===== config.mk =====
export PLATFORM = sky130hd
export DESIGN_NAME = conf_link_ctrl
export DESIGN_NICKNAME = d
export VERILOG_FILES = /design/src/rtl/conf_link_ctrl.sv
export SDC_FILE = /design/constraint.sdc
export NUM_CORES = 1
export LEC_CHECK = 0
export ABC_AREA = 1
export BUFFER_PORTS_ARGS = -buffer_cell sky130_fd_sc_hd__buf_2
export CAP_MARGIN = 20
export CORE_MARGIN = 2
export CORE_UTILIZATION = 54
export CTS_BUF_LIST = sky130_fd_sc_hd__clkbuf_4 sky130_fd_sc_hd__clkbuf_8 sky130_fd_sc_hd__clkbuf_16
export DETAILED_ROUTE_END_ITERATION = 10
export PLACE_DENSITY = 0.73
export REMOVE_ABC_BUFFERS = 1
export SLEW_MARGIN = 10
export SYNTH_ARGS = -nofsm -noshare
export SYNTH_HDL_FRONTEND = slang
export SYNTH_SLANG_ARGS = --single-unit

===== constraint.sdc =====
create_clock -name clk -period 1.5 [get_ports clk]
set_input_delay 0 -clock clk [delete_from_list [all_inputs] [get_ports clk]]
set_output_delay 0 -clock clk [all_outputs]
set_load 0.01 [all_outputs]

===== src/rtl/conf_link_ctrl.sv =====
// Frames RS232 bytes into register-bank writes (A5 + NBYTES data) and byte-serial readbacks (5A).
// Registered outputs, 1 clk after the sampled input; readback paces itself on tx_busy, stray rx bytes dropped.
module conf_link_ctrl #(
  parameter int         NBYTES      = 11,
  parameter logic [7:0] CMD_WR      = 8'hA5,
  parameter logic [7:0] CMD_RD      = 8'h5A,
  parameter int         TIMEOUT_CYC = 1_000_000
) (
  input  logic       clk,
  input  logic       rst_n,
  input  logic [7:0] rx_data,
  input  logic       rx_valid,
  input  logic       tx_busy,
  output logic       tx_start,
  output logic       shift_rxregs,
  output logic       load_confregs,
  output logic       load_txregs,
  output logic       shift_txregs,
  output logic       busy,
  output logic       cfg_updated,
  output logic       err
);

  localparam int            TW        = $clog2(TIMEOUT_CYC + 1);
  localparam logic [3:0]    LAST_BYTE = 4'(NBYTES - 1);
  localparam logic [TW-1:0] TMO_LAST  = TW'(TIMEOUT_CYC - 1);

  typedef enum logic [2:0] {
    IDLE,
    WR_DATA,
    WR_COMMIT,
    RD_LOAD,
    RD_START,
    RD_WAIT,
    RD_SHIFT
  } state_t;

  state_t        state, state_nxt;
  logic [3:0]    bcnt, bcnt_nxt;
  logic [TW-1:0] tcnt, tcnt_nxt;
  logic          seen_busy, seen_busy_nxt;
  logic          tx_start_nxt, shift_rxregs_nxt, load_confregs_nxt, load_txregs_nxt;
  logic          shift_txregs_nxt, busy_nxt, cfg_updated_nxt, err_nxt;
  logic          in_rd;

  assign in_rd = (state == RD_LOAD) || (state == RD_START) ||
                 (state == RD_WAIT) || (state == RD_SHIFT);

  always_comb begin
    state_nxt         = state;
    bcnt_nxt          = bcnt;
    tcnt_nxt          = tcnt;
    seen_busy_nxt     = seen_busy;
    err_nxt           = err;
    tx_start_nxt      = 1'b0;
    shift_rxregs_nxt  = 1'b0;
    load_confregs_nxt = 1'b0;
    load_txregs_nxt   = 1'b0;
    shift_txregs_nxt  = 1'b0;
    cfg_updated_nxt   = 1'b0;

    case (state)
      IDLE: begin
        if (rx_valid) begin
          if (rx_data == CMD_WR) begin
            state_nxt = WR_DATA;
            bcnt_nxt  = 4'd0;
            tcnt_nxt  = '0;
            err_nxt   = 1'b0;
          end else if (rx_data == CMD_RD) begin
            state_nxt = RD_LOAD;
          end else begin
            err_nxt = 1'b1;
          end
        end
      end
      WR_DATA: begin
        // A byte arriving on the expiry cycle still counts and restarts the idle timer.
        if (rx_valid) begin
          shift_rxregs_nxt = 1'b1;
          tcnt_nxt         = '0;
          bcnt_nxt         = bcnt + 4'd1;
          if (bcnt == LAST_BYTE) state_nxt = WR_COMMIT;
        end else if (tcnt == TMO_LAST) begin
          err_nxt   = 1'b1;
          state_nxt = IDLE;
        end else begin
          tcnt_nxt = tcnt + TW'(1);
        end
      end
      WR_COMMIT: begin
        load_confregs_nxt = 1'b1;
        cfg_updated_nxt   = 1'b1;
        state_nxt         = IDLE;
      end
      RD_LOAD: begin
        load_txregs_nxt = 1'b1;
        bcnt_nxt        = 4'd0;
        state_nxt       = RD_START;
      end
      RD_START: begin
        if (!tx_busy) begin
          tx_start_nxt  = 1'b1;
          seen_busy_nxt = 1'b0;
          state_nxt     = RD_WAIT;
        end
      end
      RD_WAIT: begin
        // The transmitter raises busy a cycle or more after tx_start; wait for the full rise/fall.
        if (seen_busy && !tx_busy) begin
          state_nxt = RD_SHIFT;
        end else if (tx_busy) begin
          seen_busy_nxt = 1'b1;
        end
      end
      RD_SHIFT: begin
        shift_txregs_nxt = 1'b1;
        bcnt_nxt         = bcnt + 4'd1;
        state_nxt        = (bcnt == LAST_BYTE) ? IDLE : RD_START;
      end
      default: state_nxt = IDLE;
    endcase

    if (rx_valid && in_rd) err_nxt = 1'b1;

    busy_nxt = (state_nxt != IDLE);
  end

  always_ff @(posedge clk or negedge rst_n) begin
    if (!rst_n) begin
      state         <= IDLE;
      bcnt          <= 4'd0;
      tcnt          <= '0;
      seen_busy     <= 1'b0;
      tx_start      <= 1'b0;
      shift_rxregs  <= 1'b0;
      load_confregs <= 1'b0;
      load_txregs   <= 1'b0;
      shift_txregs  <= 1'b0;
      busy          <= 1'b0;
      cfg_updated   <= 1'b0;
      err           <= 1'b0;
    end else begin
      state         <= state_nxt;
      bcnt          <= bcnt_nxt;
      tcnt          <= tcnt_nxt;
      seen_busy     <= seen_busy_nxt;
      tx_start      <= tx_start_nxt;
      shift_rxregs  <= shift_rxregs_nxt;
      load_confregs <= load_confregs_nxt;
      load_txregs   <= load_txregs_nxt;
      shift_txregs  <= shift_txregs_nxt;
      busy          <= busy_nxt;
      cfg_updated   <= cfg_updated_nxt;
      err           <= err_nxt;
    end
  end

endmodule


## Word-level counts from Yosys, hierarchy flattened

Index checks and enable logic that the tools add are counted.
Widths: inputs -> output; s select.

| word-level totals | value |
|---|---|
| register bits | 35 |
| bits of input ports | 12 |
| output and inout port bits | 8 |
| word-level logic and storage cells | 87 |

| operators by class | value |
|---|---|
| $add $sub $neg | 2 |
| equality and inequality tests | 21 |
| muxes and demuxes | 37 |
| reduce and logical (&&, ||, !) cells | 16 |

Operators with widths:

| kind | count |
|---|---|
| $mux 20 | 4 |
| $pmux 20 s2 | 1 |
| $mux 3 | 9 |
| $add 20x1->20 const B | 1 |
| $eq 20x20->1 const B | 1 |
| $pmux 3 s6 | 1 |
| $mux 1 | 16 |
| $pmux 4 s4 | 1 |
| $mux 4 | 3 |
| $ne 2x2->1 const B | 6 |
| $ne 3x3->1 const B | 4 |
| $reduce_and 4->1 | 3 |
| $eq 3x3->1 const B | 3 |
| $eq 8x7->1 const B | 1 |
| $eq 8x8->1 const B | 1 |
| $eq 3x2->1 const B | 2 |
| $reduce_bool 3->1 | 2 |
| $reduce_and 5->1 | 1 |
| $add 4x1->4 const B | 1 |
| $eq 4x4->1 const B | 1 |
| $ne 4x4->1 const B | 1 |
| $pmux 1 s2 | 2 |
| $reduce_bool 2->1 | 2 |
| $reduce_bool 4->1 | 1 |
| 5 further kinds | 8 |

## Depth between registers and ports, before layout

Gate-level depths: netlist of the first run.

| depth | value |
|---|---|
| depth in word-level cells | 7 |
| mapped depth | 11 |
| mapped depth without buffers | 11 |

## Worst setup path after synthesis of the first run

No wires, ideal clock.

| timing | value |
|---|---|
| kind | flip-flop to flip-flop |
| start point | reg tcnt[0] |
| end point | reg tcnt[15] |
| library setup time | 0.118 ns |
| arrival time | 1.405 ns |
| required time | 1.382 ns |
| setup slack | -0.023 ns |
| stages on the path, launching flop included | 11 |
| buffers on the path | 1 |
| period minus slack after synthesis | 1.523 ns |
| path through | dfrtp_1 ha_1 nand3_1 nor2_1 nand4_1 nand2_2 nand2_4 nand2_4 buf_6 nand2_1 nand2_1 |

| between the ends | value |
|---|---|
| longest elaborated chain between the ends | 4 |
| elaborated cells on any way between the ends | 7 |
| those cells by class | add/sub: 1; eq/ne: 2; mux: 3; reduce/logical: 1 |

RTL lines:

| element | line | source |
|---|---|---|
| start, declared | 40 | `logic [TW-1:0] tcnt, tcnt_nxt;` |
| start signal, assigned | 146 | `tcnt <= tcnt_nxt;` |
| $add 20x1->20 | 88 | `tcnt_nxt = tcnt + TW'(1);` |
| $mux 20 | 84 | `end else if (tcnt == TMO_LAST) begin` |
| $mux 20 | 79 | `if (rx_valid) begin` |
| $pmux 20 s2 | 62 | `case (state)` |

Parallel ways exist; a longest one is shown, timed or not. The select of a mux whose other input is x is not followed.
A chain may end at the register's enable or synchronous reset.

## Worst setup path in the final report of the first run

| timing | value |
|---|---|
| start point | reg tcnt[0] |
| end point | reg tcnt[6] |

The elaborated chain is that of the path after synthesis.

==> run metrics, run 1 <==
status=finished, violations left; failing checks=setup timing; RD Place Congestion=between 0.9 and 1; FF+latch area=878.3 sq um; Hold Startpoint=rx_valid; Clock transition at path regs=0.08 ns; vias per std cell=~5.2; Slew HR=0.7003; Synth cell types=29; top-area cell type share of the netlist area=0.3755; vias in the first global route=2341; initial antenna violation count=0; startpoint types=register; final hold slack=0.1111 ns; CP max stage cell=dfrtp_1; Final WS setup=-0.06706 ns; Root Driver=clkbuf_8; Syn. warnings=0; RSZ-0062 raised after global routing=true; clock latency on the worst-skew pair=~0.30 ns; Yosys reg bits=35; setup skew after layout=0.004163 ns; Die ar.=around 0.0049 sq mm; most common flop cell mapped by yosys=dfrtp_1; crit-path cells=ha_2, nand3_4, nor2_1, nand4_1, nand2_2, nand2_4, nand2_8, nand2_1, nand2_1; dpl ws=-0.1099 ns; RR Startpoint=tcnt[0]; Hold Crit Class=in -> reg; layout cell share with drive strength beyond 1=0.2603; # IOs=20; worst-margin pin slew=0.4495 ns; Fill cells=~330; area of the multi-input gates=0.001326 sq mm; Worst EP required=1.73 ns; Syn Inst Count=351; Hold Fails Final Rpt=0; CTS tree=built; Worst path most repeated cell=nand2_1; CP Class=reg -> reg; Non-Filler Instances=461; Vias=2419; Post-synth EDFFs=0; Largest delay share family, worst path=simple AND/OR/NAND/NOR gates; Inserted Clock Buffers=5; CP endpoint kind=register; sequential share of the synthesized area=0.3755; Mapped Area=0.002332 sq mm; Fmax=about 0.64 GHz; final-stage net count=between 400 and 500; FF-to-FF path depth=9; Reg2Reg Setup Slack=-0.07 ns; synthesized area per cell=about 6.6 sq um; Tot Pwr=2.643 mW; Initial Util=0.5707; Setup violations, final=21; Async SR Flop Fraction=1.000; commonest cells in the netlist=nand2_1 (119), nor2_1 (54), dfrtp_1 (35), nand3_1 (35), inv_1 (33); Overflow after GRT=0; clk buf depth=2; post-route ant nets=0; num rows=23; post-synth top area cell=dfrtp_1; Die X=69.72 um; drt pass-1 iters=6; worst-path maximum fanout=20; worst path arrival time=1.80 ns; post-route minimum period=1.567 ns; drt wl/cell=12.38 um; hold path depth=5; worst path buffer plus inverter count=0; RR Endpoint=tcnt[6]; chip height=69.72 um; most common cell in the netlist=nand2_1; pin count of the biggest net entering global routing=36; Tcrit/Tclk final=1.045; hpwl dp=4099 um; dpl cells=between 400 and 500; CP peak stage delay=0.38 ns; initial DRC count=120; P per Cell Area=894.5 mW/mm^2; top post-synthesis cells by area=dfrtp_1 (38%), nand2_1 (19%), nor2_1 (8.7%), nand3_1 (7.5%), inv_1 (5.3%); H-tree Lvls=2; DRC=0; hold path endpoint=tcnt[13]; GRT Total Usage=0.2484; DRT Wirelength=5706 um; # diodes=0; TNS Setup=-0.8819 ns; count of max-cap constraint violations=0; clock sinks=35; global-route wire length before repair=slightly below 10000 um; Leakage=1.546 nW; core footprint=0.004086 sq mm; Port-buffer cells=19; Area Overhead vs Synth=26.66%; worst vdd ir=approximately 0.00066 V; Slew Viols, Final=0
-- layout by cell type, fill, tap and decap left out, drive strengths merged --
| master | synthesis | final |
|---|---|---|
| ha | 3 | 3 |
| buf | 7 | 57 |
| xor2 | 4 | 4 |
| dfrtp | 35 | 35 |
| nand3b | 3 | 3 |
| nor4 | 1 | 1 |
| nor2 | 57 | 57 |
| dlygate4sd3 | 0 | 2 |
| o21bai | 1 | 1 |
| clkinv | 0 | 1 |
| o21ai | 12 | 12 |
| a21oi | 3 | 3 |
| nand4 | 11 | 11 |
| xnor2 | 1 | 1 |
| bufinv | 0 | 1 |
| or2 | 6 | 6 |
| nand2 | 124 | 124 |
| inv | 39 | 40 |
| nand3 | 36 | 36 |
| clkbuf | 0 | 5 |
| nor3 | 6 | 6 |
| a31o | 1 | 1 |
| and2 | 1 | 1 |
-- layer usage --
layer	track usage	up-vias	wire (um)
met5	0	-	0
met4	0.09829	0	127
met3	0.04651	17	272
met2	0.4476	57	2789
met1	0.2899	1116	2516
li1	-	1229	-
-- kinds of logic (layout without fill, tap and decap cells) --
logic type / count (synthesis) / in the layout / synth area share
XOR/XNOR: 5 / 5 / 0.01878
flip-flops: 35 / 35 / 0.3755
AND/OR/NAND/NOR: 245 / 245 / 0.4614
AO/OA/AOI/OAI: 17 / 17 / 0.04399
buffers and inverters: 46 / 106 / 0.08423
adder cells (fa/ha/maj): 3 / 3 / 0.01610
-- registers in the layout, indices dropped and copies added, names as in the netlist --
name / cells
tcnt: 20
bcnt: 4
state: 3
shift_txregs: 1
shift_rxregs: 1
seen_busy: 1
tx_start: 1
cfg_updated: 1
load_txregs: 1
busy: 1
err: 1
-- metrics by stage --
stage                       util  instance area, sq um
after floorplan                -                  2282
after CTS                 0.6981                  2853
after global routing      0.7229                  2954
after global placement    0.6540                  2673
after detailed placement  0.6540                  2673
final                     0.7229                  2954
-- cell type report --
cell class,count,area share
Multi-Input combinational cell,270,0.4490
Inverter,39,0.04956
Tap cell,50,0.02118
Clock inverter,3,0.01609
Timing Repair Buffer,59,0.1436
Sequential cell,35,0.2973
Clock buffer,5,0.02330
-- report_power, final --
group / leakage (nW) / internal, mW / switching, mW
clock: 0.0587 / 0.504 / 0.386
combinational: 1.01 / 0.270 / 0.375
sequential: 0.473 / 1.04 / 0.0716
-- worst max path at each step --
stage	from	end	depth (start not counted)
after floorplan	state[0]	tcnt[15]	9
after global placement	tcnt[1]	tcnt[19]	9
after detailed placement	tcnt[1]	tcnt[11]	9
after CTS	tcnt[0]	tcnt[1]	9
after global routing	tcnt[0]	tcnt[11]	9
final	tcnt[0]	tcnt[6]	9
-- what timing repair did --
item / 4_1_cts / 5_1_grt
pin swaps: 8 / 5
setup buffers: 2 / 5
gates resized for setup: 7 / 17
hold buffers: 2 / 0
endpoints found under the setup margin: 21 / 26
hold endpoints to repair: 37 / 0
-- worst reg2reg max path: stages, from the launching register on --
cell	delay, ns
dfrtp_1	0.38
ha_2	0.23
nand3_4	0.10
nor2_1	0.10
nand4_1	0.15
nand2_2	0.14
nand2_4	0.10
nand2_8	0.14
nand2_1	0.08
nand2_1	0.08
Note: power is estimated with default switching activity, not from simulation.
==> run 2: changes to the inputs <==
clock period = 1.4 ns   (was 1.5 ns; I/O delays follow)
==> run 2 against run 1 <==
- the flow still finishes with violations (setup timing)
- utilization grew 8.2 points
- clock skew grew 0.0017 ns
- first-iteration DRC count rose by 110%
- critical path depth unchanged
- die area stayed put
- via count is 11% higher
- worst hold slack gained 0.016 ns
- non-clock buffer count rose by 23
- cell area rose by 11%
==> run metrics, run 2 (same netlist as run 1, synthesis figures left out) <==
Setup violations, final=26; clk buf depth=2; DRC=0; final hold slack=0.1269 ns; crit-path cells=ha_2, nand3_4, nor2_2, nand4_1, nand2_2, nand2_8, buf_12, nand3b_1, nand2_1; layout cell share with drive strength beyond 1=0.3578; CP max stage cell=dfrtp_1; Port-buffer cells=19; Die ar.=between 0.004 and 0.005 sq mm; # diodes=0; TNS Setup=-3.647 ns; Top Registers=tcnt (20), bcnt (4), state (3); Root Driver=clkbuf_8; Fmax=just over 0.6 GHz; worst path arrival time=1.80 ns; failing checks=setup timing; Area Overhead vs Synth=41.04%; Slew HR=0.6793; vias in the first global route=2584; P per Cell Area=935.9 mW/mm^2; commonest non-fill, non-tap cell in the layout=nand2_1; vias per std cell=5.529; Hold Crit Class=in -> reg; worst vdd ir=about 0.0008 V; num rows=23; Worst EP required=approximately 1.6 ns; Slew Viols, Final=0; startpoint types=register; initial DRC count=252; post-route ant nets=0; status=finished, violations left; GRT Total Usage=0.2904; Overflow after GRT=0; Hold Fails Final Rpt=0; Initial Util=0.5707; clock sinks=35; global-route wire length before repair=11290 um; dpl cells=468; clock latency on the worst-skew pair=0.29 ns; H-tree Lvls=2; Largest delay share family, worst path=simple AND/OR/NAND/NOR gates; CP peak stage delay=0.38 ns; Tcrit/Tclk final=1.157; drt wl/cell=about 15 um; hpwl dp=4483 um; chip height=approximately 70 um; Vias=2687; DRT Wirelength=around 7100 um; worst-margin pin slew=0.4810 ns; Clock transition at path regs=0.07 ns; CP Class=reg -> reg; CP endpoint kind=register; # IOs=20; most frequent cells in the layout=nand2_1 (106), buf_4 (57), nor2_1 (46); initial antenna violation count=0; worst path buffer plus inverter count=1; Inserted Clock Buffers=5; register bank with the most flops=tcnt; post-route minimum period=1.620 ns; worst-path maximum fanout=7; RD Place Congestion=0.8865; Non-Filler Instances=just under 500; Leakage=1.696 nW; drt pass-1 iters=5; count of max-cap constraint violations=0; pin count of the biggest net entering global routing=21; Die X=69.72 um; CTS tree=built; Tot Pwr=3.079 mW; core footprint=0.004086 sq mm; Largest register FFs=20; RSZ-0062 raised after global routing=true; setup skew after layout=roughly 0.0059 ns; final-stage net count=450; Final WS setup=-0.2203 ns
run 2: final timing paths:
kind | startpoint | endpoint | slack (ns) | depth (start not counted)
setup / recovery | tcnt[1] | tcnt[1] | -0.22 | 9
hold / removal | rx_valid | tcnt[12] | 0.13 | 5
setup reg to reg | tcnt[1] | tcnt[1] | -0.22 | 9
hold reg to reg | err | err | 0.49 | 2
max in group asynchronous | rst_n | tcnt[2] | 0.69 | 3
min in group asynchronous | rst_n | tcnt[6] | 0.20 | 2
run 2: per-layer routing:
| layer | global-route usage | routed length (um) |
|---|---|---|
| met2 | 0.5043 | 3628 |
| met4 | 0.1432 | 311 |
| met1 | 0.3407 | 2837 |
| met5 | 0 | 0 |
| met3 | 0.05814 | 359 |
run 2: area by class of cell:
| class | count | area, sq um |
|---|---|---|
| multi-input combinational | 272 | 1479 |
| tap | 50 | 62.56 |
| timing repair buffer | 82 | 605.6 |
| clock buffer | 6 | 82.58 |
| inverter | 39 | 146.4 |
| sequential | 35 | 878.3 |
| fill | 272 | 797.0 |
| clock inverter | 2 | 35.03 |
run 2: per-stage QoR:
stage,instance area [sq um],util,setup WS (ns)
global route,3289,0.8050,-0.3182
floorplan,2282,-,-0.1307
detailed placement,2865,0.7012,-0.2025
CTS,3110,0.7612,-0.1229
finish,3289,0.8050,-0.2203
global placement,2865,0.7012,-0.1349
run 2: power breakdown:
group	total (mW)	switching [mW]	leakage, nW	internal (mW)
clock	0.958	0.382	0.0612	0.576
combinational	0.939	0.561	1.16	0.377
sequential	1.18	0.0717	0.473	1.11
run 2: what timing repair did:
| action | in CTS | in global routing |
|---|---|---|
| setup endpoints to repair | 26 | 28 |
| cloned | 1 | 1 |
| pin swaps | 10 | 16 |
| endpoints found under the hold margin | 19 | 0 |
| hold buffers | 2 | 0 |
| setup buffers | 4 | 2 |
| gates resized for setup | 13 | 43 |
run 2: worst min-delay path: stages:
cell and delay [ns]:
buf_2 0.08, buf_4 0.15, nor2_1 0.05, nand2_1 0.05, nand2_1 0.04
==> run 3: changes to the inputs <==
BUFFER_PORTS_ARGS = default   (was -buffer_cell sky130_fd_sc_hd__buf_2)
CORE_UTILIZATION = 57   (was 54)
DONT_BUFFER_PORTS = 1   (was default)
PLACE_DENSITY = 0.72   (was 0.73)
==> run 3 against run 2 <==
- the flow finishes with violations (hold timing, setup timing)
- largest power group unchanged
- total power fell by 8.5%
- cell count fell by 2.3%
- count of clock-buffer cells in the layout fell by 1
- fmax rose by 7.2%
- worst hold slack got worse by 0.14 ns
- utilization rose by 0.13 points
- clock skew barely moved
- wire length fell by 12%
- via count fell by 8.2%
- cell area fell by 2.7%
==> run metrics, run 3 (same netlist as run 1, synthesis figures left out) <==
core footprint=0.003971 sq mm; Worst EP required=1.58 ns; setup skew after layout=approximately 0.0064 ns; drt pass-1 iters=4; worst-path maximum fanout=4; count of max-cap constraint violations=0; clock latency on the worst-skew pair=0.29 ns; Overflow after GRT=0; final hold slack=-0.01076 ns; Hold Fails Final Rpt=1; Tot Pwr=between 2 and 3 mW; vias per std cell=5.192; # IOs=20; Vias=2466; Die ar.=about 0.0046 sq mm; Worst path most repeated cell=nand2_2; Final WS setup=-0.1116 ns; DRT Wirelength=6257 um; RD Place Congestion=0.8448; crit-path cells=inv_2, nor2_4, nand2_2, nor2_2, nand4_1, nand2_2, nand2_4, buf_6, nand3b_1, nand2_1; Inserted Clock Buffers=5; # diodes=0; Port-buffer cells=0; Tcrit/Tclk final=1.080; H-tree Lvls=2; dpl ws=-0.1393 ns; worst vdd ir=0.001022 V; post-route minimum period=1.512 ns; RSZ-0062 raised after global routing=true; Fmax=around 0.66 GHz; failing checks=hold timing, setup timing; worst-margin pin slew=0.4069 ns; startpoint types=register; GRT Total Usage=0.3080; Top Registers=tcnt (20), bcnt (4), state (3); dpl cells=around 450; Leakage=about 1.6 nW; CP peak stage delay=0.39 ns; num rows=23; Area Overhead vs Synth=37.29%; hpwl dp=~4400 um; CP endpoint kind=register; worst path arrival time=1.70 ns; Setup violations, final=23; Hold Crit Class=in -> reg; P per Cell Area=879.9 mW/mm^2; Initial Util=0.5873; FF-to-FF path depth=10; vias in the first global route=2479; Slew Viols, Final=0; most frequent cells in the layout=nand2_1 (112), buf_4 (65), nor2_1 (38); final-stage net count=439; TNS Setup=-1.417 ns; initial antenna violation count=0; chip height=67.97 um; DRC=0; hold path depth=5; commonest non-fill, non-tap cell in the layout=nand2_1; CTS tree=built; CP Class=reg -> reg; Largest register FFs=20; pin count of the biggest net entering global routing=36; layout cell share with drive strength beyond 1=0.3341; clock sinks=35; drt wl/cell=13.17 um; Root Driver=clkbuf_8; register bank with the most flops=tcnt; Die X=between 60 and 70 um; clk buf depth=2; Non-Filler Instances=475; post-route ant nets=0; global-route wire length before repair=10610 um; initial DRC count=roughly 150; Clock transition at path regs=0.08 ns; Slew HR=0.7277; CP max stage cell=dfrtp_1; status=finished, violations left
run 3: area by class of cell:
cell class	instances	area, sq um
well taps	50	62.56
flip-flops and latches	35	877.1
inverters	39	151.4
multi-input cells	270	1415
repair buffers	73	583.1
clock buffers	5	68.82
clock inverters	3	43.79
fillers	264	769.5
run 3: timing repair:
item                                    in CTS  in global routing
endpoints found under the setup margin      27                 28
pin swaps                                    8                 21
hold buffers                                 4                  0
hold endpoints to repair                    42                  0
buffers inserted                             8                  3
resized for setup                           26                 28
run 3: worst paths after layout:
path                           from          end  slack (ns)
min in group asynchronous     rst_n     tcnt[11]        0.17
hold reg to reg            state[0]  cfg_updated        0.51
max in group asynchronous     rst_n  load_txregs        1.04
setup / recovery           tcnt[14]      tcnt[1]       -0.11
setup reg to reg           tcnt[14]      tcnt[1]       -0.11
hold / removal             rx_valid     tcnt[17]       -0.01
run 3: worst max-delay path, delay by kind of cell, from the launching register on:
family        cells  cell delay [ns]
buf+inv           2             0.21
flops             1             0.39
simple gates      8             0.81
run 3: metrics by stage:
step / utilization / hold WS, ns / area, sq um
floorplan: - / -0.2956 / 2282
global placement: 0.7020 / -0.2949 / 2788
detailed placement: 0.7020 / -0.2946 / 2788
CTS: 0.7776 / 0.006797 / 3088
global route: 0.8062 / 0.01404 / 3202
finish: 0.8062 / -0.01076 / 3202
run 3: report_power, final:
group / internal, mW / switching (mW) / total [mW]
Clock: 0.530 / 0.396 / 0.926
Combinational: 0.287 / 0.411 / 0.699
Sequential: 1.11 / 0.0825 / 1.19
run 3: metal layers:
metal	routed length, um	global-route usage
met5	0	0
met4	174	0.1100
met3	261	0.05921
met2	3200	0.5655
met1	2621	0.3528
